==> src/rtl/npn4_pkg.sv <==
// Shared types for the 4-input NPN truth-table self-check slice.
package npn4_pkg;
  localparam int N_IN = 4;
  localparam int TT_W = 16;

  typedef logic [TT_W-1:0] tt_t;

  typedef enum logic [1:0] {
    IDLE,
    RUN,
    DONE
  } sweep_st_t;
endpackage

==> src/rtl/npn4_tt_compare.sv <==
// Compares a captured truth table against its golden table.
// Latency: combinational.
// Backpressure: none.
module npn4_tt_compare
  import npn4_pkg::*;
(
  input  tt_t        a,
  input  tt_t        b,
  output logic       eq,
  output logic [4:0] pop,
  output logic [3:0] low_idx
);

  tt_t diff;
  assign diff = a ^ b;

  always_comb begin
    eq      = (diff == '0);
    pop     = 5'd0;
    low_idx = 4'd0;
    for (int i = 0; i < TT_W; i++) begin
      if (diff[i]) pop = pop + 5'd1;
    end
    // Scan downward so the last hit written is the lowest differing minterm.
    for (int i = TT_W - 1; i >= 0; i--) begin
      if (diff[i]) low_idx = 4'(i);
    end
  end

endmodule

==> src/rtl/npn4_tt_sweep.sv <==
// Walks minterms 0..15 on x0..x3, captures y0 into a truth table, checks it.
// Latency: done 16*(SETTLE_CYCLES+1) edges after the accept edge.
// Backpressure: none; start outside IDLE is dropped, not queued.
module npn4_tt_sweep
  import npn4_pkg::*;
#(
  parameter int SETTLE_CYCLES = 1
) (
  input  logic       clk,
  input  logic       rst,
  input  logic       start,
  input  tt_t        expected_tt,
  output logic       x0,
  output logic       x1,
  output logic       x2,
  output logic       x3,
  input  logic       y0,
  output logic       busy,
  output logic       done,
  output tt_t        tt_out,
  output logic       pass,
  output logic [4:0] mismatch_cnt,
  output logic [3:0] first_mis
);

  localparam int CNT_W = (SETTLE_CYCLES > 0) ? $clog2(SETTLE_CYCLES + 1) : 1;
  localparam logic [CNT_W-1:0] CNT_LAST = CNT_W'(SETTLE_CYCLES);

  sweep_st_t        st_q, st_d;
  logic [3:0]       idx_q;
  logic [CNT_W-1:0] cnt_q;
  tt_t              exp_q;
  tt_t              tt_q, tt_d;
  logic             sample;
  logic             cmp_eq;
  logic [4:0]       cmp_pop;
  logic [3:0]       cmp_low;

  assign sample = (st_q == RUN) && (cnt_q == CNT_LAST);

  // Results are taken from the table including the bit sampled on the final edge.
  always_comb begin
    tt_d = tt_q;
    if (sample) tt_d[idx_q] = y0;
  end

  npn4_tt_compare u_cmp (
    .a       (tt_d),
    .b       (exp_q),
    .eq      (cmp_eq),
    .pop     (cmp_pop),
    .low_idx (cmp_low)
  );

  always_comb begin
    st_d = st_q;
    case (st_q)
      IDLE:    if (start) st_d = RUN;
      RUN:     if (sample && idx_q == 4'hF) st_d = DONE;
      DONE:    st_d = IDLE;
      default: st_d = IDLE;
    endcase
  end

  always_ff @(posedge clk) begin
    if (rst) begin
      st_q         <= IDLE;
      idx_q        <= 4'd0;
      cnt_q        <= '0;
      exp_q        <= '0;
      tt_q         <= '0;
      pass         <= 1'b0;
      mismatch_cnt <= 5'd0;
      first_mis    <= 4'd0;
    end else begin
      st_q <= st_d;
      case (st_q)
        IDLE: begin
          if (start) begin
            idx_q <= 4'd0;
            cnt_q <= '0;
            exp_q <= expected_tt;
            tt_q  <= '0;
          end
        end
        RUN: begin
          tt_q <= tt_d;
          if (sample) begin
            cnt_q <= '0;
            if (idx_q != 4'hF) idx_q <= idx_q + 4'd1;
          end else begin
            cnt_q <= cnt_q + CNT_W'(1);
          end
          if (st_d == DONE) begin
            pass         <= cmp_eq;
            mismatch_cnt <= cmp_pop;
            first_mis    <= cmp_low;
          end
        end
        DONE:    idx_q <= 4'd0;
        default: idx_q <= 4'd0;
      endcase
    end
  end

  // idx is zero outside RUN, so it doubles as the registered minterm drive.
  assign {x3, x2, x1, x0} = idx_q;
  assign busy   = (st_q == RUN);
  assign done   = (st_q == DONE);
  assign tt_out = tt_q;

endmodule

==> config.mk <==
export PLATFORM = sky130hd
export DESIGN_NAME = npn4_tt_sweep
export DESIGN_NICKNAME = d
export VERILOG_FILES = /design/src/rtl/npn4_pkg.sv /design/src/rtl/npn4_tt_compare.sv /design/src/rtl/npn4_tt_sweep.sv
export SDC_FILE = /design/constraint.sdc
export NUM_CORES = 1
export LEC_CHECK = 0
export ABC_AREA = 1
export CAP_MARGIN = 5
export CORE_UTILIZATION = 50
export DETAILED_ROUTE_END_ITERATION = 8
export PLACE_DENSITY = 0.73
export REMOVE_ABC_BUFFERS = 1
export SYNTH_ARGS = -nofsm -noshare
export SYNTH_HDL_FRONTEND = slang
export SYNTH_SLANG_ARGS = --single-unit
==> constraint.sdc <==
create_clock -name clk -period 9.42 [get_ports clk]
set_input_delay 1.884 -clock clk [delete_from_list [all_inputs] [get_ports clk]]
set_output_delay 1.884 -clock clk [all_outputs]
set_load 0.005 [all_outputs]
-- Yosys cells after proc, flatten, opt, wreduce, memory -nomap -nowiden
Index checks and enable logic that the tools add are counted.
W data, S select, Z words.
- $add $sub $neg: 17
- multiplexer cells: 48
- order comparisons: 2
- equality and inequality tests: 8
- reduce and logical (&&, ||, !) cells: 10
- bitwise logic cells: 1
- operators by type and width (operator ; number):
    $mux W4 ; 19
    $mux W5 ; 15
    $add A5 B1 Y5 const B ; 14
    $mux W16 ; 2
    $pmux W16 S2 ; 1
    $bwmux W16 ; 1
    $logic_not A16 Y1 ; 1
    $xor A16 B16 Y16 ; 1
    $pmux W4 S2 ; 1
    $reduce_and A2 Y1 ; 3
    $lt A4 B5 Y1 const B ; 1
    $add A4 B1 Y4 const B ; 1
    $demux W1 S4 ; 1
    $eq A2 B2 Y1 const B ; 2
    $eq A4 B4 Y1 const B ; 1
    $ge A4 B1 Y1 const B ; 1
    $mux W1 ; 4
    $mux W2 ; 2
    $ne A2 B1 Y1 const B ; 2
    $ne A4 B4 Y1 const B ; 1
    $pmux W2 S2 ; 1
    $logic_and A1 B1 Y1 ; 3
    $reduce_and A3 Y1 ; 1
    $add A1 B1 Y2 const B ; 1
    other kinds (6) ; 6
- output and inout port bits: 32
- register bits after elaboration: 49
- word-level logic and storage cells: 94

-- Longest topological paths before layout
Gate-level depths: netlist of the first run.
- word-level depth: 38
- depth in mapped cells: 60

-- Modules after synthesis
A second synthesis of the first run with hierarchy kept.
- cells, all modules: 820
- area total of the unflattened synthesis: 4998.5 sq um
- by module, submodules not included (module ; times used ; area an instance (sq um) ; cells an instance ; sequential area each (sq um)):
    npn4_tt_compare ; 1 ; 2512.4 ; 471 ; 0.0
    npn4_tt_sweep ; 1 ; 2486.1 ; 349 ; 980.9

-- Least setup slack after synthesis of the first run
OpenSTA, ideal clock, no wires.
- path type: input to register
- start: in y0
- end: reg mismatch_cnt[4]
- setup slack: 0.598 ns
- stages: 50
- path buffers: 0
- library setup time: 0.134 ns
- data required time: 9.286 ns
- arrival: 8.687 ns
- cell sequence: inv_2 > nand3_1 > nand3_1 > nand2_1 > ha_1 > inv_1 > nand2_2 > nand2_4 > inv_1 > ha_1 > or2_2 > nand2_1 > xor2_1 > nand2_1 > nand2_1 > nand2_1 > nand2_1 > ha_1 > (+14 left out) > o21ai_0 > nand2_1 > ha_1 > or2_2 > nand2_1 > nor2_1 > o21ai_0 > nand2_1 > ha_1 > o21ai_0 > inv_1 > ha_1 > nand4_1 > inv_1 > nand2_1 > nand2_1 > nand2_1 > a21oi_1
- word-level cells in the longest chain between the ends: 34
- ends and longest elaborated chain (what ; RTL line ; source):
    from (decl) ; npn4_tt_sweep.sv:17 ; input logic y0,
    $bwmux W16 (*) ; npn4_tt_sweep.sv:44 ; if (sample) tt_d[idx_q] = y0;
    $mux W16 (*) ; npn4_tt_sweep.sv:44 ;
    $xor A16 B16 Y16 (*) ; npn4_tt_compare.sv:15 ; assign diff = a ^ b;
    $mux W1 ; npn4_tt_compare.sv:22 ; if (diff[i]) pop = pop + 5'd1;
    $add A1 B1 Y2 ; npn4_tt_compare.sv:22 ;
    $mux W5 ; npn4_tt_compare.sv:22 ;
    $add A5 B1 Y5 ; npn4_tt_compare.sv:22 ;
    $mux W5 ; npn4_tt_compare.sv:22 ;
    (+18 left out) ; -- ;
    $add A5 B1 Y5 ; npn4_tt_compare.sv:22 ;
    $mux W5 ; npn4_tt_compare.sv:22 ;
    $add A5 B1 Y5 ; npn4_tt_compare.sv:22 ;
    $mux W5 ; npn4_tt_compare.sv:22 ;
    $add A5 B1 Y5 ; npn4_tt_compare.sv:22 ;
    $mux W5 ; npn4_tt_compare.sv:22 ;
    $add A5 B1 Y5 ; npn4_tt_compare.sv:22 ;
    $mux W5 (*) ; npn4_tt_compare.sv:22 ;
    to (signal assigned) ; npn4_tt_sweep.sv:96 ; mismatch_cnt <= cmp_pop;
    to (decl) ; npn4_tt_sweep.sv:22 ; output logic [4:0] mismatch_cnt,
Every way passes the cells marked *; elsewhere a longest branch is shown, timed or not.
A chain may end at the register's enable or synchronous reset.

-- Worst setup path after layout of the first run
Ends and elaborated chain as after synthesis.

==> flow_metrics.py, run 1 <==
metrics = {
    "setup_path": {
        "required_ps": 9590,
        "start_kind": "input pin",
        "r2r-start": "idx_q[0]",
        "reg2regPathDepth": 57,
        "crit_path_end_kind": "flop",
        "reg2reg_to": "mismatch_cnt[4]",
        "critical_path_class": "in2reg",
        "slowest_stage": "or2_2",
        "crit_fanout": 3,
        "rrSetupSlack_ps": 1440,
        "worst_path_most_repeated_cell": "nand2_1",
        "crit_arrival_ps": 9000,
        "slowest_delay_ps": 330,
    },
    "timing": {
        "finalCritPeriodShare": 0.938,
        "rsz0062_at_grt": "no",
        "timing.slew.headroom": 0.526,
        "tightest_slew_ps": 709,
        "fmax_mhz": 113,
        "hold_violations": 0,
        "setup_viol": 0,
        "fin_crit_ps": 8830,
        "maxSlewViolCount": 0,
        "finalClockSkew_ps": 16.5,
    },
    "min_path": {
        "hold_depth": 2,
        "hold_path_end": "mismatch_cnt[2]",
        "min-delay-start": "mismatch_cnt[2]",
        "hp-class": "reg2reg",
    },
    "clocking": {
        "cts.sinks": 49,
        "clock_path_buffers": 2,
        "numCtsBuffers": 5,
        "clock_latency_ps": 300,
        "root_buffer": "clkbuf_8",
        "clk_pin_slew_worst_paths_ps": 90,
        "cts_tree": "done",
        "htree_num_levels": 2,
        "cts_hold_buf": 0,
    },
    "global_route": {
        "grt_pass1_vias": 4305,
        "overflow": 0,
        "antenna_found_initial": 0,
        "use_met2": 0.463,
        "grtUsageMet1": 0.316,
        "grt_max_degree": 32,
        "grt_use_total": 0.254,
        "grtUsageMet3": 0.0284,
        "grt_busiest_layer": "met2",
        "grt_pass1_wl_um": 18600,
    },
    "finish": {
        "design_area_mm2": 0.00530,
        "drive_gt1_frac": 0.132,
        "seq_area_um2": 981,
        "nets": 846,
        "fillers": 817,
        "syn2layout_area_growth_pct": 20.2,
        "antennaDiodeCount": 0,
        "final_common_cell": "nand2_1",
        "layout_common_cells": "202 x nand2_1, 114 x inv_1, 86 x nor2_1, 58 x nand3_1, 50 x clkdlybuf4s50_1",
        "multi_input_area_mm2": 0.00297,
    },
    "synth": {
        "ys.flop_type": "dfxtp_1",
        "synth_top_area_cell": "dfxtp_1",
        "avgSynthCellArea_um2": 5.94,
        "synth-async-reset-ratio": 0,
        "synthCells": 742,
        "synth_edf_count": 0,
        "synth_cell_type_count": 36,
        "synth_top_area_share": 0.223,
        "yosysSeqAreaShare": 0.223,
        "ys_warn_count": 0,
        "ys_seq_elements": 49,
        "synth.area.top_cells": "dfxtp_1 22%, nand2_1 18%, inv_1 9.7%, nor2_1 7.4%, nand3_1 6.6%",
        "synth_area_mm2": 0.00441,
    },
    "detailed_routing": {
        "totalWireLength_um": 11200,
        "wl_per_cell_um": 12.2,
        "vias": 4719,
        "drcViolationCount": 0,
        "antenna_left": 0,
        "drtIter0Drc": 174,
        "drtPass1Iterations": 4,
        "viasPerCell": 5.16,
    },
    "pwr": {
        "powerDensity_mw_per_mm2": 137,
        "p_leak_uw": 0.00257,
        "power_uw": 723,
        "p_sw_frac": 0.408,
        "seqPwrFrac": 0.305,
        "p_switching_uw": 295,
        "clkPwrFrac": 0.212,
        "vdd_drop_max_v": 0.0000897,
        "comb_power_share": 0.484,
        "p_int_uw": 428,
    },
    "status": {
        "outcome": "finished clean",
    },
    "die": {
        "num_io_pins": 52,
        "die-area_mm2": 0.00919,
        "die-height_um": 95.9,
        "start_util": 0.526,
        "coreArea_mm2": 0.00838,
        "fp.dieW_um": 95.9,
        "rows": 33,
    },
    "placement": {
        "hpwlAfterDp_um": 9060,
        "numPortBuffers": 51,
        "placed_area_mm2": 0.00513,
        "place.gp.congestion": 0.901,
    },
    "run": {
        "drv_cap": 0,
    },
}
flip-flops by register name (all words and copies together) (netlist names):
register / cells
pass: 1
tt_out: 16
cnt_q: 1
st_q: 2
exp_q: 16
mismatch_cnt: 5
idx_q: 4
first_mis: 4
power groups by stage:
stage	logic, uW	registers (uW)	clock network [uW]
final	350	220	153
after global routing	399	221	164
after CTS	329	220	156
after detailed placement	327	225	0
after global placement	310	225	0
after floorplan	239	224	0
through the flow:
step                      utilization  instances  setup slack (ps)  hold WS, ps  setup TNS, ps
after global routing            0.632        914              18.4          502              0
after CTS                       0.625        912              2.86          473              0
after detailed placement        0.612        904              -356          460          -1050
after global placement          0.612        904              25.4          453              0
final                           0.632        914               586          473              0
after floorplan                     -        732               598          456              0
worst max path at each step:
stage	from	endpoint	cells after the start	slack, ps
after floorplan	y0	mismatch_cnt[4]	50	600
after global placement	y0	mismatch_cnt[4]	52	30
after detailed placement	y0	mismatch_cnt[4]	53	-360
after CTS	y0	mismatch_cnt[4]	54	3
after global routing	y0	mismatch_cnt[4]	56	20
final	y0	mismatch_cnt[4]	55	590
per-layer routing:
metal	up-vias	part of all wire
li1	2474	-
met1	2148	0.47
met2	80	0.48
met3	17	0.026
met4	0	0.016
met5	-	0
timing repair:
action                                  4_1_cts  5_1_grt
resized for setup                             1       15
pin swaps                                     0        5
endpoints found under the setup margin        1        4
setup buffers                                 0        2
cloned                                        0        0
area by class of cell:
class	count	area share
clock inverter	3	0.00827
sequential	49	0.185
tap	105	0.0248
timing repair buffer	69	0.122
multi-input combinational	563	0.561
inverter	120	0.0851
clock buffer	5	0.0130
Yosys cell counts (2+ instances only):
master and n:
dfxtp_1 49, o31ai_1 6, nand3b_1 3, a21oi_1 37, nand3_1 58, o21ai_1 2, xnor2_1 9, o21ai_0 39
nor2_1 87, nand2_2 25, nor2_2 2, o211ai_1 2, nor3_1 5, nand2_4 2, nand4_1 3, xnor2_2 3
nor2_4 2, o22ai_1 7, xor2_1 9, ha_1 18, o21bai_2 2, or2_2 12, nand3_2 13, inv_2 6
a211oi_1 2, nand2_1 207, inv_1 114, clkbuf_1 10
cell families (layout without fill, tap and decap cells):
logic type               count (synthesis)  count (layout)  synth area share
XOR/XNOR                                22              22            0.0506
AND/OR/NAND/NOR                        422             422             0.434
adder cells (fa/ha/maj)                 18              18            0.0511
buffers and inverters                  130             197             0.111
flip-flops                              49              49             0.223
AO/OA/AOI/OAI                          101             101             0.131
critical path: cells and delay by family:
family,cells,cell delay (ps)
AOI/OAI and AO/OA,3,370
and+or+nand+nor,32,3510
buffers and inverters,8,680
adders and majority gates,8,1900
xor gates and xnor gates,4,620
(Power assumes the default switching activity.)
==> run 2, diff against run 1 <==
--- a/config.mk
+++ b/config.mk
@@ -11,6 +11,7 @@
 export DETAILED_ROUTE_END_ITERATION = 8
 export PLACE_DENSITY = 0.73
 export REMOVE_ABC_BUFFERS = 1
+export SLEW_MARGIN = 20
 export SYNTH_ARGS = -nofsm -noshare
 export SYNTH_HDL_FRONTEND = slang
 export SYNTH_SLANG_ARGS = --single-unit
==> constraint.sdc (replaced) <==
create_clock -name clk -period 10.2 [get_ports clk]
set_input_delay 2.04 -clock clk [delete_from_list [all_inputs] [get_ports clk]]
set_output_delay 2.04 -clock clk [all_outputs]
set_load 0.005 [all_outputs]
==> run 2 against run 1 <==
  * Via count fell by 3.1%
  * Global-route usage rose by 0.60 points
  * Register-to-register slack improved by 580 ps
  * Highest routed layer unchanged
==> flow_metrics.py, run 2 (synthesis results as in run 1) <==
metrics = {
    "timing": {
        "setup_viol": 0,
        "tightest_slew_ps": 669,
        "holdWs_ps": 466,
        "fin_crit_ps": 9620,
        "fmax_mhz": 104,
        "hold_violations": 0,
        "timing.slew.headroom": 0.553,
        "maxSlewViolCount": 0,
        "finalClockSkew_ps": 8.31,
        "finalCritPeriodShare": 0.943,
    },
    "status": {
        "outcome": "finished clean",
    },
    "finish": {
        "fin_cells": 900,
        "final_common_cell": "nand2_1",
        "drive_gt1_frac": 0.108,
        "layout_common_cells": "205 x nand2_1, 114 x inv_1, 87 x nor2_1, 57 x nand3_1, 51 x clkdlybuf4s50_1",
        "syn2layout_area_growth_pct": 16.7,
        "nets": 832,
        "antennaDiodeCount": 0,
    },
    "die": {
        "num_io_pins": 52,
        "die-height_um": 95.9,
        "fp.dieW_um": 95.9,
        "start_util": 0.526,
        "rows": 33,
        "die-area_mm2": 0.00919,
        "coreArea_mm2": 0.00838,
    },
    "setup_path": {
        "critical_path_class": "in2reg",
        "start_kind": "input pin",
        "reg2reg_to": "mismatch_cnt[4]",
        "required_ps": 10370,
        "crit_path_end_kind": "flop",
        "slowest_delay_ps": 530,
        "r2r-start": "idx_q[0]",
        "crit_fanout": 10,
        "slowest_stage": "clkdlybuf4s50_1",
        "rrSetupSlack_ps": 2020,
        "worst_path_most_repeated_cell": "nand2_1",
        "reg2regPathDepth": 55,
        "crit_arrival_ps": 9790,
    },
    "global_route": {
        "grt_use_total": 0.260,
        "overflow": 0,
        "grt_pass1_wl_um": 19000,
        "grt_pass1_vias": 4339,
        "antenna_found_initial": 0,
        "grt_max_degree": 32,
    },
    "clocking": {
        "cts_tree": "done",
        "root_buffer": "clkbuf_8",
        "clock_path_buffers": 2,
        "cts.sinks": 49,
        "numCtsBuffers": 5,
        "clock_latency_ps": 300,
        "htree_num_levels": 2,
        "cts_hold_buf": 0,
        "clk_pin_slew_worst_paths_ps": 90,
    },
    "placement": {
        "hpwlAfterDp_um": 8820,
        "numPortBuffers": 51,
        "place.gp.congestion": 0.905,
        "placed_cells": 892,
    },
    "detailed_routing": {
        "viasPerCell": 5.08,
        "drtPass1Iterations": 5,
        "drtIter0Drc": 207,
        "antenna_left": 0,
        "drcViolationCount": 0,
        "wl_per_cell_um": 12.3,
        "totalWireLength_um": 11100,
        "vias": 4575,
    },
    "pwr": {
        "vdd_drop_max_v": 0.0000561,
        "p_leak_uw": 0.00247,
        "powerDensity_mw_per_mm2": 118,
    },
    "run": {
        "drv_cap": 0,
    },
    "min_path": {
        "hp-class": "reg2reg",
        "min-delay-start": "first_mis[0]",
        "hold_depth": 2,
        "hold_path_end": "first_mis[0]",
    },
}
## run 2: stage by stage
stage	TNS, ps	setup slack (ps)	util	cell area [um^2]	power [uW]
CTS	0	331	0.611	5120	604
floorplan	0	1220	-	4370	427
finish	0	583	0.613	5140	608
global route	-40.4	-40.4	0.613	5140	669
detailed placement	0	43.0	0.601	5040	489
global placement	0	388	0.601	5040	477
## run 2: power by group
part           leakage, uW  internal, uW  switching [uW]
sequential        0.000399           198            5.76
clock            0.0000385          48.7            64.7
combinational      0.00203           103             189
total              0.00247           349             259
## run 2: metal layers
layer	vias up	wire [um]	global-route usage	share of wire
li1	2437	-	-	-
met1	2044	5240	0.330	0.47
met2	86	5280	0.467	0.48
met3	8	469	0.0284	0.042
met4	0	116	0.0647	0.010
met5	-	0	0	0
## run 2: area by class of cell
class | count | area, um^2
Inverter | 120 | 453
Fill cell | 821 | 3240
Multi-Input combinational cell | 563 | 2950
Timing Repair Buffer | 55 | 541
Clock inverter | 1 | 7.51
Sequential cell | 49 | 981
Clock buffer | 7 | 76.3
Tap cell | 105 | 131
## run 2: worst max-delay path: cells and delay by family
kind	cells	cell delay [ps]
AND/OR/NAND/NOR	28	3480
adder cells (fa/ha/maj)	8	2080
buffers and inverters	8	980
AO/OA/AOI/OAI	6	740
XOR/XNOR	3	420
## run 2: worst max-delay path by stage
| stage | start | endpoint | slack [ps] | cells after the start |
|---|---|---|---|---|
| after floorplan | y0 | mismatch_cnt[4] | 1220 | 50 |
| after CTS | y0 | mismatch_cnt[4] | 330 | 52 |
| final | y0 | mismatch_cnt[4] | 580 | 53 |
| after global routing | y0 | mismatch_cnt[4] | -40 | 53 |
| after detailed placement | y0 | mismatch_cnt[4] | 40 | 52 |
| after global placement | y0 | mismatch_cnt[4] | 390 | 52 |
## run 2: timing repair
item	in CTS	in global routing
gates resized for setup	0	10
setup endpoints to repair	0	4
buffers inserted	0	0
